`src/rtl/ascon_round_controller.sv`:
```
// Round sequencer for the Ascon permutation: runs p^a or p^b, UNROLL rounds per clock,
// and drives per-lane round constants and enables into the unrolled round datapath.
module ascon_round_controller #(
    parameter int unsigned UNROLL   = 1,
    parameter int unsigned ROUNDS_A = 12,
    parameter int unsigned ROUNDS_B = 6
) (
    input  logic                  clk,
    input  logic                  rst,
    input  logic                  start,
    input  logic                  mode,
    input  logic                  abort,
    output logic                  busy,
    output logic                  done,
    output logic [UNROLL-1:0]     lane_en,
    output logic [8*UNROLL-1:0]   rc,
    output logic [3:0]            round_idx,
    output logic [4:0]            counter
);

    typedef enum logic [1:0] {
        S_IDLE,
        S_RUN,
        S_DONE
    } state_t;

    state_t      state, state_nx;
    logic [3:0]  idx, idx_nx;
    logic [4:0]  counter_nx;
    logic [4:0]  idx_step;
    logic [4:0]  lane_i;
    logic [4:0]  en_count;
    logic [3:0]  start_idx;
    logic        accept;

    // Ascon p^R uses the last R of the 12 round constants, so a run starts at 12-R.
    assign start_idx = mode ? 4'(12 - ROUNDS_B) : 4'(12 - ROUNDS_A);
    assign accept    = start && !abort;
    assign idx_step  = {1'b0, idx} + 5'(UNROLL);

    always_ff @(posedge clk or negedge rst) begin
        if (!rst) begin
            state   <= S_IDLE;
            idx     <= '0;
            counter <= '0;
        end else begin
            state   <= state_nx;
            idx     <= idx_nx;
            counter <= counter_nx;
        end
    end

    always_comb begin
        lane_en   = '0;
        rc        = '0;
        round_idx = '0;
        en_count  = '0;
        lane_i    = '0;
        busy      = (state == S_RUN);
        done      = (state == S_DONE);
        if (state == S_RUN) begin
            round_idx = idx;
            for (int unsigned k = 0; k < UNROLL; k++) begin
                lane_i = {1'b0, idx} + 5'(k);
                if (lane_i < 5'd12) begin
                    lane_en[k]    = 1'b1;
                    rc[8*k +: 8]  = {~lane_i[3:0], lane_i[3:0]};
                    en_count      = en_count + 5'd1;
                end
            end
        end
    end

    always_comb begin
        state_nx   = state;
        idx_nx     = idx;
        counter_nx = counter;
        case (state)
            S_IDLE, S_DONE: begin
                if (accept) begin
                    state_nx   = S_RUN;
                    idx_nx     = start_idx;
                    counter_nx = '0;
                end else begin
                    state_nx   = S_IDLE;
                end
            end
            S_RUN: begin
                if (abort) begin
                    state_nx   = S_IDLE;
                    idx_nx     = '0;
                    counter_nx = '0;
                end else begin
                    counter_nx = counter + en_count;
                    if (idx_step >= 5'd12) begin
                        state_nx = S_DONE;
                        idx_nx   = '0;
                    end else begin
                        idx_nx   = idx_step[3:0];
                    end
                end
            end
            default: begin
                state_nx = S_IDLE;
            end
        endcase
    end

endmodule

```
`config.mk`:
```
export PLATFORM = sky130hd
export DESIGN_NAME = ascon_round_controller
export DESIGN_NICKNAME = d
export VERILOG_FILES = /design/src/rtl/ascon_round_controller.sv
export SDC_FILE = /design/constraint.sdc
export NUM_CORES = 1
export LEC_CHECK = 0
export BUFFER_PORTS_ARGS = -buffer_cell sky130_fd_sc_hd__buf_2
export CORE_MARGIN = 5
export CORE_UTILIZATION = 40
export CTS_BUF_LIST = sky130_fd_sc_hd__clkbuf_8
export DETAILED_ROUTE_END_ITERATION = 8
export PLACE_DENSITY = 0.69
export SYNTH_ARGS = -nofsm -noshare
export SYNTH_HDL_FRONTEND = slang
export SYNTH_SLANG_ARGS = --single-unit
```
`constraint.sdc`:
```
create_clock -name clk -period 2.45 [get_ports clk]
set_clock_uncertainty 0.05 [all_clocks]
set_input_delay 0.245 -clock clk [delete_from_list [all_inputs] [get_ports clk]]
set_output_delay 0.245 -clock clk [all_outputs]
set_load 0.02 [all_outputs]
```
**Yosys cells after proc, flatten, opt, wreduce, memory -nomap -nowiden**

Index checks and enable logic that the tools add are counted.

- Bits in registers: 11
- Word-level logic and storage cells: 37

- Add/sub/neg operators: 2
- Order comparisons: 2
- Equal/unequal tests: 4
- Multiplexer cells: 19
- Bitwise logic cells: 1
- Reductions and logical operators: 6

Operators with widths:

| cell | number |
|---|---|
| 2-to-1 mux 4 bit | 4 |
| 2-to-1 mux 8 bit | 2 |
| 2-to-1 mux 5 bit | 2 |
| case mux 5 bit (2 select lines) | 1 |
| case mux 4 bit (2 select lines) | 1 |
| adder 4 x 1 -> 5 bit, second input constant | 1 |
| adder 5 bit | 1 |
| >= comparator 5 x 4 -> 1 bit, second input constant | 1 |
| 2-to-1 mux 1 bit | 5 |
| < comparator 4 bit, second input constant | 1 |
| 2-to-1 mux 2 bit | 2 |
| inverter 4 bit | 1 |
| case mux 2 bit (2 select lines) | 1 |
| 2-to-1 mux 3 bit | 1 |
| inequality test 3 x 2 -> 1 bit, second input constant | 1 |
| equality test 2 x 1 -> 1 bit, second input constant | 1 |
| equality test 2 bit, second input constant | 1 |
| zero test 2 bit | 1 |
| inequality test 2 bit, second input constant | 1 |
| AND reduction 2 bit | 1 |
| nonzero test 2 bit | 1 |
| OR reduction 2 bit | 1 |
| logical AND 1 bit | 1 |
| zero test 1 bit | 1 |

**Depth between registers and ports, before layout**

Gate-level depths: netlist of the first run.

- Depth after elaboration: 6
- Mapped depth: 10
- Gate-level depth less buffers: 9

**Worst setup path after synthesis of the first run**

Ideal clock, no wire load.

- Kind: register to register
- From: reg state[1]
- To: reg counter[4]
- Arrival time: 1.995 ns
- Required time: 2.317 ns
- Setup slack: 0.322 ns
- Cell stages (with the launch flop): 11
- Buffers on the path: 1
- Clock period less this slack: 2.128 ns
- Path through: dfrtp_1 or2b_2 buf_6 inv_1 nand2_1 inv_1 ha_1 ha_1 nand3_1 xor2_1 o21ai_0

- Word-level cells in the longest chain between the ends: 5

RTL lines:

| what | RTL line | text |
|---|---|---|
| start, declared | 27 | `state_t state, state_nx;` |
| start signal, assigned | 47 | `state <= state_nx;` |
| equality test 2 x 1 -> 1 bit * | n/a |  |
| net busy | 13 | `output logic busy,` |
| 2-to-1 mux 1 bit | 61 | `if (state == S_RUN) begin` |
| adder 5 bit | 94 | `counter_nx = counter + en_count;` |
| 2-to-1 mux 5 bit | 89 | `if (abort) begin` |
| case mux 5 bit (2 select lines) | 78 | `case (state)` |
| end signal, assigned | 49 | `counter <= counter_nx;` |
| end, declared | 18 | `output logic [4:0] counter` |

Mark *: on every way through the listed nets, which the timed path passes. The rest lies on a longest branch.
A chain may end at the register's enable or synchronous reset.

**Worst setup path in the final report of the first run**

- From: reg state[1]
- To: reg counter[4]

- Word-level cells in the longest chain between the ends: 5

RTL lines:

| what | RTL line |
|---|---|
| equality test 2 x 1 -> 1 bit | 61, 78 |
| 2-to-1 mux 1 bit | 61 |
| adder 5 bit | 94 |
| 2-to-1 mux 5 bit | 89 |
| case mux 5 bit (2 select lines) | 78 |

Parallel ways exist; a longest one is shown, timed or not.

==> results of run 1 <==
power by group through the flow:
stage	logic [mW]	clock network (mW)	registers [mW]
finish	0.207	0.176	0.242
global route	0.228	0.197	0.248
CTS	0.208	0.183	0.242
detailed placement	0.205	0	0.245
global placement	0.203	0	0.244
floorplan	0.152	0	0.241
what timing repair did:
action,CTS,global route
endpoints found under the hold margin,11,0
setup endpoints to repair,0,0
buffers inserted,0,0
hold buffers,1,0
cell type report:
type,instances,share of cell area
clock buffer,3,0.04903
clock inverter,1,0.004458
inverter,5,0.02229
multi-input combinational,56,0.4190
sequential,11,0.3269
tap,16,0.02377
timing repair buffer,25,0.1545
cells in the final DEF, fill, tap and decap left out, types with 2 or more instances in the layout:
cell type / netlist / final
buf_2: 0 / 24
dfrtp_1: 11 / 11
nor3_1: 2 / 2
clkbuf_8: 0 / 3
a21oi_1: 4 / 4
o21ai_1: 3 / 3
or3b_1: 2 / 2
nand2_1: 9 / 9
o21ai_0: 3 / 3
ha_1: 4 / 4
inv_1: 5 / 6
nand3_1: 2 / 2
a31oi_1: 2 / 2
nor2_1: 10 / 10
xor2_1: 2 / 2
path summary, 6_finish.rpt:
kind                             from         end  depth (start not counted)
hold / removal                  abort  counter[2]                          4
hold reg to reg            counter[4]  counter[4]                          2
setup / recovery             state[1]  counter[4]                          9
max in group asynchronous         rst    state[0]                          2
setup reg to reg             state[1]  counter[4]                          9
min in group asynchronous         rst      idx[1]                          2
registers in the layout, summed over array words and instances (netlist names):
signal	cells
counter	5
idx	4
state	2
critical path, cell delays in order, from the launching register on:
cell and delay, ns:
dfrtp_1 0.38, or2b_2 0.39, inv_1 0.14, nand2_1 0.11, inv_1 0.09, ha_1 0.17, ha_1 0.20, nand3_1 0.09
xor2_1 0.14, o21ai_0 0.13
kinds of logic after synthesis:
group	share of synthesized area
AOI/OAI and AO/OA	0.1850
DFF	0.4112
buffers and inverters	0.06168
and+or+nand+nor	0.2412
adders and majority gates	0.07477
xor gates and xnor gates	0.02617
per-layer routing:
| metal | up-vias | part of all wire | global-route usage | routed length (um) |
|---|---|---|---|---|
| met5 | - | 0 | 0 | 0 |
| met4 | 0 | 0.038 | 0.09362 | 57 |
| met3 | 6 | 0.050 | 0.03488 | 76 |
| met2 | 16 | 0.46 | 0.1921 | 699 |
| met1 | 297 | 0.45 | 0.1673 | 674 |
| li1 | 312 | - | - | - |
==> reports/metrics.cfg, run 1 <==
[run_status]
status=finished, final reports clean

[pwr]
power.leakage_nw=0.4744
ir_worst_vdd_mv=0.4369
p_total_mw=0.6254
pwr-share-comb=0.331
p_switching_mw=0.2356
power_frac_seq=0.387
p_int_mw=0.3899
clkPwrFrac=0.282
p_sw_frac=0.3767
power_density_mw_per_mm2=742.8

[global_route]
first_global_vias=561
grt_pass1_wl_um=2615
grt_max_degree=12
grtUsageTotal=0.1318
antenna_found_initial=0
grt_remaining_overflow=0

[floorplanning]
die_w_um=50.91
start_util=0.4343
die-area_mm2=0.002592
die_h_um=50.91
ios=25
core-area_mm2=0.001541
rows=14

[layout]
utilization=0.5463
syn2layout_area_growth_pct=25.79
drive_above_1_share=0.3069
regArea_um2=275.3
antenna_cells=0
fillers=148
fin_nets=111
multi_input_area_um2=352.8
stdcell_count=117
fin_area_um2=842.1

[synth]
synth_ff_type=dfrtp_1
synth.most_common_cell=dfrtp_1
synthTopCellsByArea=dfrtp_1, ha_1, nor2_1, nand2_1, buf_6
yosysSeqAreaShare=0.4112
synth-edff-count=0
synth_area_leader_cell=dfrtp_1
avgSynthCellArea_um2=9.046
synth_commonest_cells=dfrtp_1, nor2_1, nand2_1, inv_1
ys_seq_elements=11
syn-num-nets=83
ys.warnings.count=0
ys_types=27
synth_top_area_frac=0.4112
synthCells=74
postSynth.asyncResetShare=1.000
synth_area_um2=669.4

[critical_path]
cp_data_arrival_time_ns=2.07
cp.required_ns=2.56
crit_fanout=11
path_class=flip-flop to flip-flop
rrSetupSlack_ns=0.49
critPathLaunchType=flip-flop
cp-end-kind=flip-flop

[drt]
ant_nets=0
dr.first_iter.drc_count=10
drt_wl_total_um=1508
drt_pre_antenna_iters=4
routed_wire_length_per_instance_um=12.89
vias=631
viasPerCell=5.393
drc=0

[sta]
rsz0062_at_grt=false
layout_setup_ws_ns=0.4881
fin_crit_ns=1.962
setup_viol_count_final=0
tns_ns=0
fmax_ghz=0.5097
holdWs_ns=0.2979
final_hold_viol_count=0
relSlewSlack=0.7435
tightest_slew_ns=0.3807
slew_viol_final=0
period_share=0.8008

[clock_tree]
numCtsBuffers=3
clockRootBuffer=clkbuf_8
clockBufferDepth=2
htreeDepth=1
cts_tree=yes
clock_latency_ns=0.24
cts_sinks=11
clk_pin_slew_ns=0.05
ctsResizeCount=0

[placement]
gp_congestion=0.7831
place_inst=112
placed_area_um2=787.0
hpwlAfterDp_um=1128
dpl_worst_slack_ns=0.5135
io_buffers=24

[flow_run]
maxCapViolCount=0

[hold_path]
hold_class=input port to flip-flop

No activity file was read; power rests on OpenSTA's default activity.
==> inputs of run 2 (changes only) <==
Clock period 2.45 ns to 2 ns, I/O delays scaled along.
==> run 2 against run 1 <==
Effect of this change: clock power grew 19%; worst hold slack lost 0.039 ns; largest cell class unchanged; global-route usage shrank 0.74 points; sequential power grew 23%; utilization grew 0.73 points; combinational power grew 27%; non-clock buffer count grew 1; final cell count grew 0.85%; critical endpoint unchanged.
==> reports/metrics.cfg, run 2 (same netlist as run 1, synthesis figures left out) <==
[global_route]
grt_pass1_wl_um=2546  ; -2.6%
grt_max_degree=12  ; unchanged
grt_remaining_overflow=0  ; unchanged
grtUsageTotal=0.1244  ; -0.007449
first_global_vias=588  ; +4.8%
antenna_found_initial=0  ; unchanged

[clock_tree]
clockBufferDepth=2  ; unchanged
clock_latency_ns=0.23  ; about the same
clk_pin_slew_ns=0.05  ; about the same
htreeDepth=1  ; unchanged
cts_sinks=11  ; unchanged
ctsResizeCount=0  ; unchanged
cts_tree=yes
numCtsBuffers=3  ; unchanged
clockRootBuffer=clkbuf_8

[pwr]
ir_worst_vdd_mv=0.5791  ; +33%
power.leakage_nw=0.4693  ; -1.1%
power_density_mw_per_mm2=901.7  ; +21%
p_total_mw=0.7694  ; +23%

[layout]
largest_register_ffs=5  ; unchanged
final_cell_mix=buf_2, dfrtp_1, nor2_1
syn2layout_area_growth_pct=27.48
fillers=158  ; +6.8%
antenna_cells=0  ; unchanged
drive_above_1_share=0.3333  ; +0.02640
layout_commonest_cell=buf_2
reg.largest.list=counter x5, idx x4, state x2
fin_nets=112  ; +0.90%
regMostFlops=counter

[sta]
slew_viol_final=0  ; unchanged
fin_crit_ns=1.870  ; -0.09240 ns
tns_ns=0  ; unchanged
layout_setup_ws_ns=0.1305  ; -0.3576 ns
fmax_ghz=0.5349  ; +4.9%
relSlewSlack=0.7363  ; -0.007249
setup_viol_count_final=0  ; unchanged
period_share=0.9348  ; +0.1340
rsz0062_at_grt=false
tightest_slew_ns=0.3915  ; +0.01076 ns
final_hold_viol_count=0  ; unchanged

[critical_path]
crit_chain=or2b_2 -> clkinvlp_4 -> nand2_1 -> inv_2 -> ha_1 -> ha_1 -> nand3_1 -> xor2_1 -> o21ai_0
crit_slowest_cell=dfrtp_1
rrSetupSlack_ns=0.13  ; -0.36 ns
cp-end-kind=flip-flop
path_class=flip-flop to flip-flop
cp_data_arrival_time_ns=1.97  ; -0.10 ns
path_buf_inv=2  ; unchanged
slowest_delay_ns=0.39  ; about the same
critPathLaunchType=flip-flop
cpMostUsedCell=ha_1
crit_fanout=4  ; -7
cp.required_ns=2.10  ; -0.46 ns
critical-path-top-delay-family=simple AND/OR/NAND/NOR gates

[placement]
io_buffers=24  ; unchanged
gp_congestion=0.8404  ; +7.3%
hpwlAfterDp_um=1250  ; +11%
dpl_worst_slack_ns=0.1426  ; -0.3709 ns

[drt]
vias=603  ; -4.4%
drc=0  ; unchanged
drt_pre_antenna_iters=4  ; unchanged
dr.first_iter.drc_count=6  ; -4
routed_wire_length_per_instance_um=13.33  ; +3.4%
drt_wl_total_um=1573  ; +4.3%
viasPerCell=5.110  ; -5.2%
ant_nets=0  ; unchanged

[floorplanning]
die_w_um=50.91  ; unchanged
core-area_mm2=0.001541  ; unchanged
die-area_mm2=0.002592  ; unchanged
ios=25  ; unchanged
die_h_um=50.91  ; unchanged
start_util=0.4343  ; unchanged
rows=14  ; unchanged

[run_status]
status=finished, final reports clean

[hold_path]
hold_class=input port to flip-flop

[flow_run]
maxCapViolCount=0  ; unchanged

run 2: cell types whose count changed in the layout (fill, tap and decap cells not counted):
cell / change
inv_1: -2
inv_2: +1
buf_4: +1
clkinvlp_4: +1
run 2: metal layers:
metal | track usage | part of all wire | vias up
met5 | 0 | 0 | -
met4 | 0.01277 | 0.0038 | 0
met3 | 0.04942 | 0.046 | 2
met2 | 0.2066 | 0.51 | 10
met1 | 0.1573 | 0.44 | 280
li1 | - | - | 311
run 2: path summary, 6_finish.rpt:
kind                             from    endpoint  cells past startpoint
setup / recovery             state[1]  counter[4]                      9
hold reg to reg            counter[2]  counter[2]                      1
max in group asynchronous         rst  counter[3]                      2
hold / removal                  abort  counter[2]                      4
min in group asynchronous         rst      idx[3]                      2
setup reg to reg             state[1]  counter[4]                      9
run 2: area by class of cell:
class | instances | area [um^2] | share of cell area
clock buffers | 3 | 41.29 | 0.04839
clock inverters | 1 | 3.754 | 0.004399
inverters | 5 | 22.52 | 0.02639
multi-input cells | 56 | 352.8 | 0.4135
flip-flops and latches | 11 | 275.3 | 0.3226
well taps | 16 | 20.02 | 0.02346
repair buffers | 26 | 137.6 | 0.1613
run 2: through the flow:
stage / utilization / cell area (um^2) / instances / hold slack, ns
global placement: 0.5179 / 798.3 / 113 / 0.03210
global route: 0.5536 / 853.3 / 118 / 0.2988
detailed placement: 0.5179 / 798.3 / 113 / 0.03598
floorplan: - / 673.1 / 74 / -0.1456
finish: 0.5536 / 853.3 / 118 / 0.2594
CTS: 0.5536 / 853.3 / 118 / 0.2525
run 2: power by group:
group          switching, mW  internal, mW
clock network         0.0758         0.134
logic                  0.167        0.0953
registers             0.0446         0.253
run 2: repair_timing:
| item | 4_1_cts | 5_1_grt |
|---|---|---|
| hold buffers | 1 | 0 |
| hold endpoints to repair | 11 | 0 |
| buffers inserted | 0 | 0 |
run 2: worst register-to-register path, stage by stage (launching register included):
cell and delay, ns:
dfrtp_1 0.39, or2b_2 0.33, clkinvlp_4 0.09, nand2_1 0.10, inv_2 0.08, ha_1 0.17, ha_1 0.20, nand3_1 0.10
xor2_1 0.14, o21ai_0 0.14
